--- src/rtl/btn_conditioner_pkg.sv ---
// Shared definitions for the key conditioner.
// Holds the arbiter state encoding, the key-vector geometry and the index of
// every key inside the debounced vector d[11:0] = {control[1:0], number[9:0]}.
package btn_pkg;

  typedef enum logic [1:0] {
    IDLE    = 2'd0,
    HOLD    = 2'd1,
    LOCKOUT = 2'd2
  } state_t;

  localparam int N_NUM  = 10;
  localparam int N_CTRL = 2;
  localparam int N_KEYS = N_NUM + N_CTRL;

  typedef logic [N_KEYS-1:0] key_vec_t;

  // Key positions inside d
  localparam int KEY_1     = 9;
  localparam int KEY_2     = 8;
  localparam int KEY_3     = 7;
  localparam int KEY_4     = 6;
  localparam int KEY_5     = 5;
  localparam int KEY_6     = 4;
  localparam int KEY_7     = 3;
  localparam int KEY_8     = 2;
  localparam int KEY_9     = 1;
  localparam int KEY_0     = 0;
  localparam int CUR_RIGHT = 10;
  localparam int CUR_LEFT  = 11;

  // True when two or more bits are set: clearing the lowest set bit leaves
  // something behind only if another bit was set.
  function automatic logic multi_hot(input key_vec_t v);
    key_vec_t one;
    one = key_vec_t'(1);
    return (v & (v - one)) != '0;
  endfunction

endpackage

--- src/rtl/btn_conditioner_debounce.sv ---
// Single-bit key front end: 2-flop synchroniser followed by a counter debounce.
// Ports:
//   i_clk    system clock
//   i_rst_n  asynchronous active-low reset
//   i_raw    raw asynchronous key level
//   o_level  debounced level (changes only after DEBOUNCE_CYCLES of a
//            persistent mismatch between the synced input and this level)
module btn_debounce #(
  parameter int DEBOUNCE_CYCLES = 16,
  parameter int CNT_W           = 8
) (
  input  logic i_clk,
  input  logic i_rst_n,
  input  logic i_raw,
  output logic o_level
);

  // Counter value on which the next mismatching cycle flips the level
  localparam logic [CNT_W-1:0] DB_LAST = CNT_W'(DEBOUNCE_CYCLES - 1);

  logic             r_sync1;
  logic             r_sync2;
  logic             r_level;
  logic [CNT_W-1:0] r_cnt;

  always_ff @(posedge i_clk or negedge i_rst_n) begin
    if (!i_rst_n) begin
      r_sync1 <= 1'b0;
      r_sync2 <= 1'b0;
      r_level <= 1'b0;
      r_cnt   <= '0;
    end else begin
      r_sync1 <= i_raw;
      r_sync2 <= r_sync1;
      if (r_sync2 == r_level) begin
        r_cnt <= '0;
      end else if (r_cnt == DB_LAST) begin
        // Counter would reach DEBOUNCE_CYCLES on this edge: accept new level
        r_level <= ~r_level;
        r_cnt   <= '0;
      end else begin
        r_cnt <= r_cnt + CNT_W'(1);
      end
    end
  end

  assign o_level = r_level;

endmodule

--- src/rtl/btn_conditioner.sv ---
// Key conditioner for the text-LCD cursor/write controller.
// Each of the 12 raw keys is synchronised and debounced; a single-key arbiter
// then passes exactly one accepted key at a time, holding it for at least
// MIN_HOLD cycles so the LCD controller's 31-cycle sampling window sees it.
// Ports:
//   clk          system clock
//   rst          asynchronous active-low reset
//   number_raw   raw number keys (bit 9 = '1' ... bit 1 = '9', bit 0 = '0')
//   control_raw  raw cursor keys (bit 1 = left, bit 0 = right)
//   number_btn   conditioned number key, one-hot or zero
//   control_btn  conditioned cursor key, one-hot or zero
//   key_valid    high while an accepted key is on number_btn/control_btn
//   multi_press  one-cycle pulse when several debounced keys go active together
module btn_conditioner
  import btn_pkg::*;
#(
  parameter int DEBOUNCE_CYCLES = 16,
  parameter int MIN_HOLD        = 40,
  parameter int CNT_W           = 8
) (
  input  logic              clk,
  input  logic              rst,
  input  logic [N_NUM-1:0]  number_raw,
  input  logic [N_CTRL-1:0] control_raw,
  output logic [N_NUM-1:0]  number_btn,
  output logic [N_CTRL-1:0] control_btn,
  output logic              key_valid,
  output logic              multi_press
);

  localparam logic [CNT_W-1:0] HOLD_LAST = CNT_W'(MIN_HOLD - 1);
  localparam logic [CNT_W-1:0] HOLD_MAX  = CNT_W'(MIN_HOLD);

  key_vec_t w_raw;
  key_vec_t w_d;

  assign w_raw = {control_raw, number_raw};

  for (genvar g = 0; g < N_KEYS; g++) begin : g_key
    btn_debounce #(
      .DEBOUNCE_CYCLES (DEBOUNCE_CYCLES),
      .CNT_W           (CNT_W)
    ) u_debounce (
      .i_clk   (clk),
      .i_rst_n (rst),
      .i_raw   (w_raw[g]),
      .o_level (w_d[g])
    );
  end

  state_t           r_state;
  key_vec_t         r_key;
  logic             r_key_valid;
  logic             r_multi;
  logic [CNT_W-1:0] r_hold_cnt;

  state_t           w_state_nxt;
  key_vec_t         w_key_nxt;
  logic             w_valid_nxt;
  logic             w_multi_nxt;
  logic [CNT_W-1:0] w_hold_nxt;

  always_ff @(posedge clk or negedge rst) begin
    if (!rst) begin
      r_state     <= IDLE;
      r_key       <= '0;
      r_key_valid <= 1'b0;
      r_multi     <= 1'b0;
      r_hold_cnt  <= '0;
    end else begin
      r_state     <= w_state_nxt;
      r_key       <= w_key_nxt;
      r_key_valid <= w_valid_nxt;
      r_multi     <= w_multi_nxt;
      r_hold_cnt  <= w_hold_nxt;
    end
  end

  always_comb begin
    w_state_nxt = r_state;
    w_key_nxt   = r_key;
    w_valid_nxt = r_key_valid;
    w_multi_nxt = 1'b0;
    w_hold_nxt  = r_hold_cnt;
    unique case (r_state)
      IDLE: begin
        w_key_nxt   = '0;
        w_valid_nxt = 1'b0;
        if (w_d != '0) begin
          if (multi_hot(w_d)) begin
            w_multi_nxt = 1'b1;
            w_state_nxt = LOCKOUT;
          end else begin
            w_key_nxt   = w_d;
            w_valid_nxt = 1'b1;
            w_hold_nxt  = '0;
            w_state_nxt = HOLD;
          end
        end
      end
      HOLD: begin
        if (r_hold_cnt != HOLD_MAX) begin
          w_hold_nxt = r_hold_cnt + CNT_W'(1);
        end
        // Leave only once the minimum hold has elapsed and the latched key
        // itself has been released; other keys never touch the outputs.
        if ((r_hold_cnt >= HOLD_LAST) && ((r_key & w_d) == '0)) begin
          w_key_nxt   = '0;
          w_valid_nxt = 1'b0;
          w_state_nxt = (w_d == '0) ? IDLE : LOCKOUT;
        end
      end
      LOCKOUT: begin
        w_key_nxt   = '0;
        w_valid_nxt = 1'b0;
        if (w_d == '0) begin
          w_state_nxt = IDLE;
        end
      end
      default: begin
        w_key_nxt   = '0;
        w_valid_nxt = 1'b0;
        w_state_nxt = IDLE;
      end
    endcase
  end

  assign number_btn  = r_key[N_NUM-1:0];
  assign control_btn = r_key[CUR_LEFT:CUR_RIGHT];
  assign key_valid   = r_key_valid;
  assign multi_press = r_multi;

endmodule

--- config.mk ---
export PLATFORM = sky130hd
export DESIGN_NAME = btn_conditioner
export DESIGN_NICKNAME = d
export VERILOG_FILES = /design/src/rtl/btn_conditioner_pkg.sv /design/src/rtl/btn_conditioner_debounce.sv /design/src/rtl/btn_conditioner.sv
export SDC_FILE = /design/constraint.sdc
export NUM_CORES = 1
export LEC_CHECK = 0
export CORE_ASPECT_RATIO = 0.9
export CORE_UTILIZATION = 54
export DETAILED_ROUTE_END_ITERATION = 6
export GPL_TIMING_DRIVEN = 1
export PLACE_DENSITY_LB_ADDON = 0.2
export SLEW_MARGIN = 20
export SYNTH_ARGS = -nofsm -noshare
export SYNTH_HDL_FRONTEND = slang
export SYNTH_SLANG_ARGS = --single-unit
--- constraint.sdc ---
create_clock -name clk -period 1.92 [get_ports clk]
set_input_delay 0.288 -clock clk [delete_from_list [all_inputs] [get_ports clk]]
set_output_delay 0.288 -clock clk [all_outputs]
set_load 0.01 [all_outputs]
==> out/qor.yml, run 1 <==
setup_path:
  crit_chain: "a222oi_1 > o211ai_1 > or3_4 > a2111oi_4 > buf_4 > clkbuf_16 > a22o_2"
  cp.required_ps: 2290
  start_kind: "register"
  reg2reg_slack_ps: -120
  r2r_cells: 7
  worstPathMaxFanout: 5
  arrival_ps: 2410
  path_class: "reg -> reg"
  path_buf_inv: 2
  r2r_end: "r_key[1]"
  slowest_stage: "dfrtp_2"
  cp-end-kind: "register"
  r2r_start: "g_key[2].u_debounce.o_level"
  cpPeakStageDelay_ps: 440
  cp_top_family: "compound AO/OA/AOI/OAI gates"
  crit_cells: 7
sta:
  slew_headroom_pct: 73.72
  hold_viol_final: 0
  skew_ps: 7.180
  max_freq_mhz: 489.2
  whs_ps: 299.2
  setup_violations: 22
  setup_slack_ps: -124.2
  max_slew.worst_pin.slew_ps: 393.3
  fin_crit_sh_pct: 106.5
  slew_violations: 0
  min_period_ps: 2044
  rsz0062_at_grt: "true"
synth:
  yosys.area.top_type: "dfrtp_1"
  netlist_area_um2: 6769
  yosysMostFrequentCell: "dfrtp_1"
  synth-seq-area-share_pct: 57.67
  synth_cells: 596
  synthTopCellsByArea: "dfrtp_1 58%, xor2_1 8.0%, nor2_1 5.4%"
  synth_commonest_cells: "156 x dfrtp_1, 97 x nor2_1, 62 x xor2_1, 43 x nand2_1, 40 x xnor2_1"
  syn_nets: 624
  synth_cell_types: 39
  ys_warn_count: 0
  synth_edf_count: 0
  post-synth-top-area-fraction_pct: 57.67
  ys.flop_type: "dfrtp_1"
  avgSynthCellArea_um2: 11.36
  async_reset_ff_share_pct: 100.0
  ys_ff_latch: 156
floorplanning:
  start_util_pct: 55.83
  core.rowCount: 38
  coreArea_um2: 12120
  fp.dieH_um: 108.2
  pin_count: 28
  die_x_um: 120.0
  dieArea_um2: 12990
clocking:
  h-tree-depth: 4
  cts_tree: "yes"
  numCtsBuffers: 17
  cts_sinks: 156
  clockBufferDepth: 2
  clkTransAtPathRegs_ps: 60
  cts-root-buf: "clkbuf_16"
  clock_latency_ps: 420
finish:
  fin_nets: 689
  layout.cells.non_filler: 834
  regArea_um2: 3905
  nFillCells: 889
  n_antenna_cell: 0
  multi_input_area_um2: 2843
  areaGrowthSynthToFinish_pct: 20.17
  drive_above_1_share_pct: 17.36
routing:
  drt_pass1_iterations: 4
  wl_per_cell_um: 15.04
  drt-initial-drc-count: 310
  viasPerCell: 5.249
  vias: 4378
  drc_errors: 0
  ant_nets: 0
  wirelength_mm: 12.55
global_routing:
  grtUsageMet1_pct: 26.35
  grt_usage_pct: 20.52
  grt_overflow_total: 0
  met3_usage_pct: 7.331
  grt_pass1_vias: 4285
  gr-usage-met2_pct: 32.27
  grt_pass1_wl_mm: 20.18
  busiest_layer: "met2"
  grt_max_degree: 77
  antenna_found_initial: 0
placement:
  port_buffers: 27
  place_congestion: 0.7802
  place_hpwl_mm: 8.217
  dp_cells: 795
worst_hold_path:
  hold_path_class: "in -> reg"
  hp-start: "number_raw[6]"
  min_to: "g_key[6].u_debounce.r_sync1"
  min_path_cells: 1
power_and_ir_drop:
  peakVddDrop_uv: 818.6
  power_density_nw_per_um2: 885.8
  power.leakage_nw: 3.827
run:
  cap_violations: 0
status:
  violations: "negative setup slack"
  status: "finished, violations left"
## through the flow
step	power (W)	setup TNS [ps]	worst slack [ps]	util, %	area (um^2)
5_1_grt	0.007493	-3643	-204.8	67.09	8134
2_1_floorplan	0.003774	-2.831	-2.831	-	6769
3_3_place_gp	0.003980	-2663	-194.1	60.77	7368
3_5_place_dp	0.004005	-3848	-251.6	60.77	7368
6_report	0.007205	-1957	-124.2	67.09	8134
4_1_cts	0.007237	-1216	-76.85	65.73	7969
## where the power goes
group / switching [W] / internal, W
Sequential: 0.0000973 / 0.00341
Clock: 0.00130 / 0.00191
Combinational: 0.000269 / 0.000218
Total: 0.00167 / 0.00554
## final cells by class
type,instances,area share [%]
Sequential cell,156,48.01
Multi-Input combinational cell,423,34.95
Timing Repair Buffer,61,7.445
Clock buffer,22,5.953
Tap cell,160,2.461
Clock inverter,10,1.092
Inverter,2,0.09229
## state kept, by name, summed over array words and instances, names as in the netlist
register / flops
g_key.u_debounce.o_level: 12
g_key.u_debounce.r_cnt: 96
g_key.u_debounce.r_sync1: 12
g_key.u_debounce.r_sync2: 12
key_valid: 1
multi_press: 1
r_hold_cnt: 8
r_key: 12
r_state: 2
## kinds of logic (layout without fill, tap and decap cells)
family	count (synthesis)	in the layout	synth area share (%)
adder cells (fa/ha/maj)	14	14	2.588
multiplexers	13	13	2.144
AO/OA/AOI/OAI	38	38	4.806
XOR/XNOR	102	102	13.20
AND/OR/NAND/NOR	256	256	17.82
buffers and inverters	17	95	1.774
flip-flops	156	156	57.67
## per-layer routing
metal	vias up	routed length, um
met5	-	0
li1	2135	-
met4	0	132
met2	53	6131
met1	2180	5744
met3	10	537
## how the worst max path moves through the flow
stage	slack [ps]	endpoint	start
after global placement	-190	r_key[9]	r_hold_cnt[0]
after global routing	-200	r_key[3]	g_key[6].u_debounce.o_level
after detailed placement	-250	r_key[2]	r_hold_cnt[0]
final	-120	r_key[1]	g_key[2].u_debounce.o_level
after CTS	-80	r_hold_cnt[1]	g_key[2].u_debounce.o_level
after floorplan	-3	r_hold_cnt[0]	g_key[5].u_debounce.o_level
## timing repair
action,4_1_cts,5_1_grt
endpoints found under the hold margin,33,0
resized for setup,5,18
setup buffers,0,3
setup endpoints to repair,22,22
gates cloned,0,3
pin swaps,0,2
hold buffers,1,0
## cell usage in the layout, fill, tap and decap left out, types with 3 or more instances in the layout
cell type and count:
a211oi_1 3, a22o_2 8, a22o_4 4, a22oi_1 6, and2_1 13, and3_1 23, buf_12 3, buf_4 27
clkbuf_16 19, clkbuf_8 4, clkdlybuf4s50_1 26, clkinv_2 4, clkinvlp_4 4, dfrtp_1 155, ha_1 14, mux2_2 12
nand2_1 43, nand3_1 37, nor2_1 91, nor2_2 5, nor2b_1 3, nor3_1 6, nor4_1 12, o21ai_0 3
or2_2 11, xnor2_1 40, xor2_1 62
No activity file was read; power rests on OpenSTA's default activity.
==> run 2, diff against run 1 <==
Settings changed: CELL_PAD_IN_SITES_DETAIL_PLACEMENT from default to 0, CELL_PAD_IN_SITES_GLOBAL_PLACEMENT from default to 1, CORE_UTILIZATION 54 to 44, GPL_TIMING_DRIVEN 1 to 0.
==> out/qor.yml, run 2 (same netlist as run 1, synthesis figures left out) <==
clocking:
  h-tree-depth: 4  # unchanged
  clock_latency_ps: 420  # about the same
  clkTransAtPathRegs_ps: 60  # about the same
  cts-root-buf: "clkbuf_16"
  cts_tree: "yes"
  cts_sinks: 156  # unchanged
  numCtsBuffers: 17  # unchanged
  clockBufferDepth: 2  # unchanged
run:
  cap_violations: 0  # unchanged
floorplanning:
  start_util_pct: 45.52  # -10 points
  core.rowCount: 42  # +11%
  coreArea_um2: 14870  # +23%
  die_x_um: 132.7  # +11%
  fp.dieH_um: 119.7  # +11%
  dieArea_um2: 15880  # +22%
  pin_count: 28  # unchanged
finish:
  top_register: "g_key.u_debounce.r_cnt"
  largest_register_ffs: 96  # unchanged
  final_cell_mix: "154 x dfrtp_1, 95 x nor2_1, 62 x xor2_1"
  drive_above_1_share_pct: 15.49  # -1.9 points
  areaGrowthSynthToFinish_pct: 20.39
  nFillCells: 1280  # +44%
  final_common_cell: "dfrtp_1"
  fin_nets: 680  # -1.3%
  n_antenna_cell: 0  # unchanged
power_and_ir_drop:
  seq_power_share_pct: 49.0  # +0.4 points
  p_clk_share_pct: 45.2  # +0.6 points
  peakVddDrop_uv: 610.2  # -25%
  finalPower_w: 0.007162  # -0.60%
  p_int_w: 0.005518  # -0.34%
  p_sw_w: 0.001643  # -1.5%
  p_comb_share_pct: 5.8  # -1.0 points
  power.leakage_nw: 3.818  # -0.23%
  p_sw_share_pct: 22.94  # -0.20 points
  power_density_nw_per_um2: 878.8  # -0.78%
global_routing:
  grt_max_degree: 93  # +21%
  grt_overflow_total: 0  # unchanged
  grt_pass1_wl_mm: 20.31  # +0.61%
  grt_pass1_vias: 4200  # -2.0%
  grt_usage_pct: 16.25  # -4.3 points
  antenna_found_initial: 0  # unchanged
sta:
  rsz0062_at_grt: "true"
  fin_crit_sh_pct: 109.1  # +2.7 points
  setup_slack_ps: -175.1  # -50.88 ps
  max_freq_mhz: 477.3  # -2.4%
  min_period_ps: 2095  # +50.88 ps
  max_slew.worst_pin.slew_ps: 477.4  # +84.05 ps
  slew_headroom_pct: 68.17  # -5.5 points
  whs_ps: 301.7  # +2.549 ps
  hold_viol_final: 0  # unchanged
  setup_violations: 22  # unchanged
  slew_violations: 0  # unchanged
  fin_tns_setup_ps: -3450  # -1492 ps
  skew_ps: 12.93  # +5.749 ps
worst_hold_path:
  hold_path_class: "in -> reg"
routing:
  vias: 4265  # -2.6%
  drt_pass1_iterations: 5  # +1
  wirelength_mm: 11.80  # -5.9%
  drc_errors: 0  # unchanged
  wl_per_cell_um: 13.68  # -9.1%
  viasPerCell: 4.942  # -5.9%
  ant_nets: 0  # unchanged
  drt-initial-drc-count: 202  # -35%
setup_path:
  worstPathMaxFanout: 5  # unchanged
  cp.required_ps: 2280  # about the same
  cp-end-kind: "register"
  arrival_ps: 2450  # +40 ps
  start_kind: "register"
  path_class: "reg -> reg"
status:
  violations: "negative setup slack"
  status: "finished, violations left"
placement:
  port_buffers: 27  # unchanged
  place_congestion: 0.7807  # about the same
  place_hpwl_mm: 7.735  # -5.9%
[run 2: what timing repair did]
item,CTS,global route
setup endpoints to repair,22,22
hold buffers,1,0
buffers inserted,9,0
endpoints found under the hold margin,64,0
cloned,1,1
pin swaps,4,6
gates resized for setup,14,29
[run 2: final timing paths]
kind                                             start                      endpoint  slack, ps  cells past startpoint
setup / recovery           g_key[2].u_debounce.o_level                      r_key[3]       -180                      8
hold / removal                          control_raw[0]  g_key[10].u_debounce.r_sync1        300                      1
min in group asynchronous                          rst  g_key[3].u_debounce.r_cnt[5]        400                      2
max in group asynchronous                          rst  g_key[10].u_debounce.o_level        720                      3
setup reg to reg           g_key[2].u_debounce.o_level                      r_key[3]       -180                      8
hold reg to reg            g_key[2].u_debounce.r_sync1   g_key[2].u_debounce.r_sync2        340                      0
[run 2: area by class of cell]
class / count / area, um^2 / share of cell area (%)
flip-flops and latches: 156 / 3906 / 47.93
multi-input cells: 423 / 2890 / 35.47
clock buffers: 21 / 450.4 / 5.527
repair buffers: 40 / 416.7 / 5.113
well taps: 198 / 247.7 / 3.040
clock inverters: 11 / 120.1 / 1.474
plain buffers: 12 / 110.1 / 1.351
inverters: 2 / 7.507 / 0.09212
[run 2: stage by stage]
stage,std cells,area (um^2),worst slack [ps],utilization [%]
6_report,863,8149,-175.1,54.80
3_5_place_dp,822,7320,-283.0,49.22
5_1_grt,863,8149,-257.1,54.80
3_3_place_gp,821,7287,-5737,49.00
2_1_floorplan,596,6769,-2.831,-
4_1_cts,863,8006,-187.6,53.84
[run 2: critical path, stage by stage, from the launching register on]
cell,delay [ps]
dfrtp_1,370
buf_6,130
a222oi_1,320
o211ai_1,140
or3_4,420
a2111oi_4,210
buf_6,180
clkbuf_16,150
a22o_4,100
[run 2: routing by layer]
| layer | track usage, % | share of wire, % | vias up |
|---|---|---|---|
| met1 | 22.84 | 50 | 2090 |
| met4 | 5.747 | 0.79 | 0 |
| met3 | 5.450 | 4.6 | 6 |
| li1 | - | - | 2120 |
| met2 | 23.39 | 44 | 49 |
| met5 | 0 | 0 | - |
[run 2: power groups by stage]
stage	clock network, W	logic (W)	registers [W]
finish	0.00323	0.000417	0.00351
floorplan	0	0.000229	0.00354
global placement	0	0.000370	0.00357
detailed placement	0	0.000389	0.00357
global route	0.00348	0.000483	0.00352
CTS	0.00332	0.000401	0.00351
==> RTL edit 1: new RTL, config.mk and constraints of run 2 <==
Remove the register `r_multi`: a continuous assignment takes its place, so the output `multi_press` follows one clock earlier.
--- a/src/rtl/btn_conditioner.sv
+++ b/src/rtl/btn_conditioner.sv
@@ -65,16 +65,16 @@
       r_state     <= IDLE;
       r_key       <= '0;
       r_key_valid <= 1'b0;
-      r_multi     <= 1'b0;
       r_hold_cnt  <= '0;
     end else begin
       r_state     <= w_state_nxt;
       r_key       <= w_key_nxt;
       r_key_valid <= w_valid_nxt;
-      r_multi     <= w_multi_nxt;
       r_hold_cnt  <= w_hold_nxt;
     end
   end
+
+  assign r_multi = w_multi_nxt;
 
   always_comb begin
     w_state_nxt = r_state;
Function: same outputs for any inputs over 10 cycles, from zero or initial values and one cycle with rst low; that may be too few to reach the edited logic, so the function may still have changed.
==> RTL edit 1 against run 2 <==
Routed wire length increased by 1.7%; the flow still finishes with violations (negative setup slack); sequential cell count down 1; non-clock buffer count grew 4; area after synthesis is 0.37% lower; via count up 0.49%; design area down 1.3%; setup slack got worse by 0.31 ns; power is 0.56% higher.
==> RTL edit 1: results (changes against run 2) <==
| Metric | Value |
|---|---|
| Largest net degree at the start of global routing | 90 (was 93) |
| Num CTS Buffers | 17 (unchanged) |
| Hold Path End | g_key[8].u_debounce.r_sync1 (was g_key[10].u_debounce.r_sync1) |
| Ant diodes | 0 (unchanged) |
| Nets@finish | 683 (was 680) |
| Vias in the first global route | 4358 (was 4200) |
| Max reg flops | 96 (unchanged) |
| Leakage Power | 0.00377 uW (was 0.00382 uW) |
| Drt wl/cell | 13.9 um (was 13.7 um) |
| RePlAce Congestion | 0.783 (was 0.781) |
| Place WS | -0.504 ns (was -0.283 ns) |
| Fin Hold WS | 0.303 ns (was 0.302 ns) |
| CP arrival | 2.12 ns (was 2.45 ns) |
| Setup ws final | -0.489 ns (was -0.175 ns) |
| Max rail drop VDD | 0.000617 V (was 0.000610 V) |
| Failing checks | negative setup slack (unchanged) |
| Outcome | finished with violations (unchanged) |
| Reg2reg start | g_key[3].u_debounce.o_level (was g_key[2].u_debounce.o_level) |
| Top_reg_cell synth | dfrtp_1 (unchanged) |
| Worst Tran Pin Value | 0.670 ns (was 0.477 ns) |
| Synth top area cells | dfrtp_1, xor2_1, nor2_1 (unchanged) |
| Syn Inst Count | 595 (was 596) |
| Share of cells above drive strength 1 | 0.149 (was 0.155) |
| GR Util All Layers | 0.169 (was 0.163) |
| Inst Count DP | 821 (was 822) |
| Total wire length | 12.0 mm (was 11.8 mm) |
| Initial antenna violation count | 0 (unchanged) |
| DR vias/cell | 4.96 (was 4.94) |
| R2R Setup Slk | -0.36 ns (was -0.18 ns) |
| Mapped Nets | 623 (was 624) |
| Reg2reg path depth | 10 (was 8) |
| Reg-to-reg endpoint | r_key[7] (was r_key[3]) |
| Worst min path class | primary input to flop (unchanged) |
| Worst Skew | 0.00848 ns (was 0.0129 ns) |
| Detailed Route Iter0 Violations | 232 (was 202) |
| Commonest cells post-synth | dfrtp_1, nor2_1, xor2_1 (unchanged) |
| Hold path start | number_raw[8] (was control_raw[0]) |
| Setup-failing EPs final | 23 (was 22) |
| Pre-antenna DRT Iters | 4 (was 5) |
| Hpwl dp | 7.84 mm (was 7.73 mm) |
| Global-route wire length before repair | 20.7 mm (was 20.3 mm) |
| Sequential share of the synthesized area | 0.575 (was 0.577) |
RTL edit 1: cell types whose count changed after synthesis, sizes merged:
cell   before  now
dfrtp     156  155
RTL edit 1: metrics by stage:
step	TNS, ns	cell area [sq um]
finish	-6.81	8040
global route	-8.87	8040
CTS	-8.70	8000
detailed placement	-5.55	7290
global placement	-884.37	7260
floorplan	-0.00283	6740
RTL edit 1: worst max-delay path by stage:
stage	cells after the start	slack [ns]	end	from
2_1_floorplan	7	-0.003	r_hold_cnt[0]	g_key[5].u_debounce.o_level
3_3_place_gp	1	-5.68	g_key[4].u_debounce.r_cnt[3]	rst
3_5_place_dp	7	-0.50	multi_press	g_key[10].u_debounce.o_level
4_1_cts	7	-0.50	multi_press	g_key[2].u_debounce.o_level
5_1_grt	7	-0.59	multi_press	g_key[3].u_debounce.o_level
6_report	7	-0.49	multi_press	g_key[3].u_debounce.o_level
RTL edit 1: power by group:
group | internal [uW] | total (uW) | leakage [uW] | switching, uW
Sequential | 3380 | 3490 | 0.00208 | 107
Combinational | 163 | 395 | 0.00141 | 232
Clock | 2050 | 3310 | 0.000282 | 1260
Total | 5600 | 7200 | 0.00377 | 1600
RTL edit 1: worst max-delay path, cell delays in order, from the launching register on:
cell and delay (ns):
dfrtp_1 0.37, buf_6 0.13, a222oi_1 0.34, o211ai_1 0.16
or3_4 0.37, a21oi_4 0.14, nor3_2 0.05, buf_2 0.15
RTL edit 1: cell families after synthesis:
family	after synthesis	synth area share
and+or+nand+nor	256	0.179
DFF	155	0.575
xor gates and xnor gates	102	0.132
AOI/OAI and AO/OA	38	0.0482
buffers and inverters	17	0.0178
adders and majority gates	14	0.0260
muxes	13	0.0215
RTL edit 1: cell type report:
type                       instances  area [sq um]
buffer                            13           110
clock buffer                      21           450
clock inverter                     9           123
fill                            1297          6780
inverter                           2          7.51
multi-input combinational        423          2780
sequential                       155          3880
tap                              198           248
timing repair buffer              43           448
RTL edit 1: what timing repair did:
action                                 in CTS  in global routing
endpoints found under the hold margin      88                  0
pin swaps                                   4                  4
hold buffers                                1                  0
setup endpoints to repair                  23                 23
setup buffers                              10                  3
gates cloned                                2                  0
resized for setup                          14                 11
RTL edit 1: metal layers:
layer  vias up  track usage  wire length, um
met5         -            0                0
met1      2088        0.222             5840
li1       2125            -                -
met3        14       0.0617              641
met4         0       0.0639              129
met2        59        0.255             5390
==> RTL edit 2: new RTL, flow settings as in run 2 <==
Made on the original files. `CNT_W` is set to 8 in 2 places; all go to 9.
--- a/src/rtl/btn_conditioner_debounce.sv
+++ b/src/rtl/btn_conditioner_debounce.sv
@@ -7,7 +7,7 @@
 //            persistent mismatch between the synced input and this level)
 module btn_debounce #(
   parameter int DEBOUNCE_CYCLES = 16,
-  parameter int CNT_W           = 8
+  parameter int CNT_W           = 9
 ) (
   input  logic i_clk,
   input  logic i_rst_n,
--- a/src/rtl/btn_conditioner.sv
+++ b/src/rtl/btn_conditioner.sv
@@ -16,7 +16,7 @@
 #(
   parameter int DEBOUNCE_CYCLES = 16,
   parameter int MIN_HOLD        = 40,
-  parameter int CNT_W           = 8
+  parameter int CNT_W           = 9
 ) (
   input  logic              clk,
   input  logic              rst,
Function: same outputs for any inputs over 10 cycles, from zero or initial values and one cycle with rst low; that may be too few to reach the edited logic, so the function may still have changed.
==> RTL edit 2 against run 2 <==
Setup slack worse by 0.25 ns; routed wire length is 22% higher; power is 8.6% higher; sequential cell count is 13 higher; die area is 9.9% higher; clock power is 5% higher; the run still ends with negative setup slack left; area after synthesis is 10% higher; core utilization is 0.71 points higher; design area is 11% higher; first-iteration DRC count is 49% higher.
==> RTL edit 2: results (changes against run 2) <==
| Metric | Value |
|---|---|
| Outcome | finished with violations (unchanged) |
| Failing checks | negative setup slack (unchanged) |
| Nets@finish | 762 (was 680) |
| Hold path start | number_raw[2] (was control_raw[0]) |
| Vias in the first global route | 5021 (was 4200) |
| Setup TNS | -9.20 ns (was -3.45 ns) |
| Leakage Power | 0.00405 uW (was 0.00382 uW) |
| Drt wl/cell | 15.1 um (was 13.7 um) |
| Hold Path End | g_key[2].u_debounce.r_sync1 (was g_key[10].u_debounce.r_sync1) |
| Via count | 5067 (was 4265) |
| Number of clock-tree buffers in the layout | 18 (was 21) |
| CP arrival | 2.67 ns (was 2.45 ns) |
| Mapped Nets | 703 (was 624) |
| Worst Skew | 0.0116 ns (was 0.0129 ns) |
| Non-clock buffers | 63 (was 52) |
| Die X-Extent | 139 um (was 133 um) |
| Crit-path max cell delay | 0.60 ns (was 0.42 ns) |
| Setup ws final | -0.428 ns (was -0.175 ns) |
| Post-synth cell types | 50 (was 39) |
| Num CTS Buffers | 17 (unchanged) |
| GR Util All Layers | 0.177 (was 0.163) |
| Area post-placement | 8090 sq um (was 7320 sq um) |
| Max reg flops | 108 (was 96) |
| Fin Hold WS | 0.292 ns (was 0.302 ns) |
| Setup Buffers After CTS | 10 (was 9) |
| Power per cell area | 857 nW/um^2 (was 879 nW/um^2) |
| Commonest cells post-synth | dfrtp_1, nor2_1, xor2_1 (unchanged) |
| Post_cts resized | 25 (was 14) |
| Global-route wire length before repair | 24.5 mm (was 20.3 mm) |
| FFs & Latches | 169 (was 156) |
| Total sequential power | 3780 uW (was 3510 uW) |
| Inverters, non-clock | 11 (was 2) |
| Worst Setup EP | r_hold_cnt[5] (was r_key[3]) |
| Reg2reg path depth | 6 (was 8) |
| Syn Area/Cell | 11.0 sq um (was 11.4 sq um) |
| Critical Path Slowest Stage Cell | or4_4 (was or3_4) |
| Sequential share of cell area | 0.467 (was 0.479) |
| Area taken by multi-input logic gates | 3330 sq um (was 2890 sq um) |
| Largest net degree at the start of global routing | 96 (was 93) |
| Finished Layout Cells | 954 (was 863) |
| CP startpoint | g_key[0].u_debounce.o_level (was g_key[2].u_debounce.o_level) |
| Max rail drop VDD | 0.000565 V (was 0.000610 V) |
| NonClk Buf Share | 0.0677 (was 0.0646) |
| Clock-cell share of area | 0.0652 (was 0.0700) |
| Worst min path class | primary input to flop (unchanged) |
| Reg2reg start | g_key[0].u_debounce.o_level (was g_key[2].u_debounce.o_level) |
| Sw Share | 0.254 (was 0.229) |
| Clock power share | 0.435 (was 0.452) |
| Comb_multi_in | 472 (was 423) |
| Sequential share of the synthesized area | 0.568 (was 0.577) |
| Share of cells above drive strength 1 | 0.169 (was 0.155) |
| Inst Count DP | 910 (was 822) |
| RePlAce Congestion | 0.814 (was 0.781) |
| NetSw | 1980 uW (was 1640 uW) |
| Detailed Route Iter0 Violations | 301 (was 202) |
| Setup-failing EPs final | 25 (was 22) |
| CP delay by family, top | simple AND/OR/NAND/NOR gates (was compound AO/OA/AOI/OAI gates) |
| Worst Tran Pin Value | 0.703 ns (was 0.477 ns) |
| Layout fillers | 1371 (was 1280) |
## RTL edit 2: cell types whose count changed after synthesis, sizes merged, moves of 6 or more
cell	before	now
clkbuf	4	19
or2	11	3
buf	11	4
nand2	43	35
a211oi	3	9
nor2	97	124
nor3	7	16
nand3	37	50
and2	13	7
dfrtp	156	169
o31ai	1	7
inv	2	11
or4	0	15
and3	24	4
## RTL edit 2: per-layer routing
layer  up-vias  wire (um)  GRT usage
met5         -          0          0
met4         0        155     0.0595
met3        16        498     0.0486
met2        58       7180      0.283
met1      2548       6590      0.233
li1       2445          -          -
## RTL edit 2: kinds of logic (layout without fill, tap and decap cells)
logic type,count (synthesis),count (layout),synth area share
simple gates,289,289,0.192
flops,169,169,0.568
xor+xnor,96,96,0.113
compound gates,56,56,0.0586
buf+inv,34,106,0.0198
fa+ha+maj,16,16,0.0262
mux,15,15,0.0222
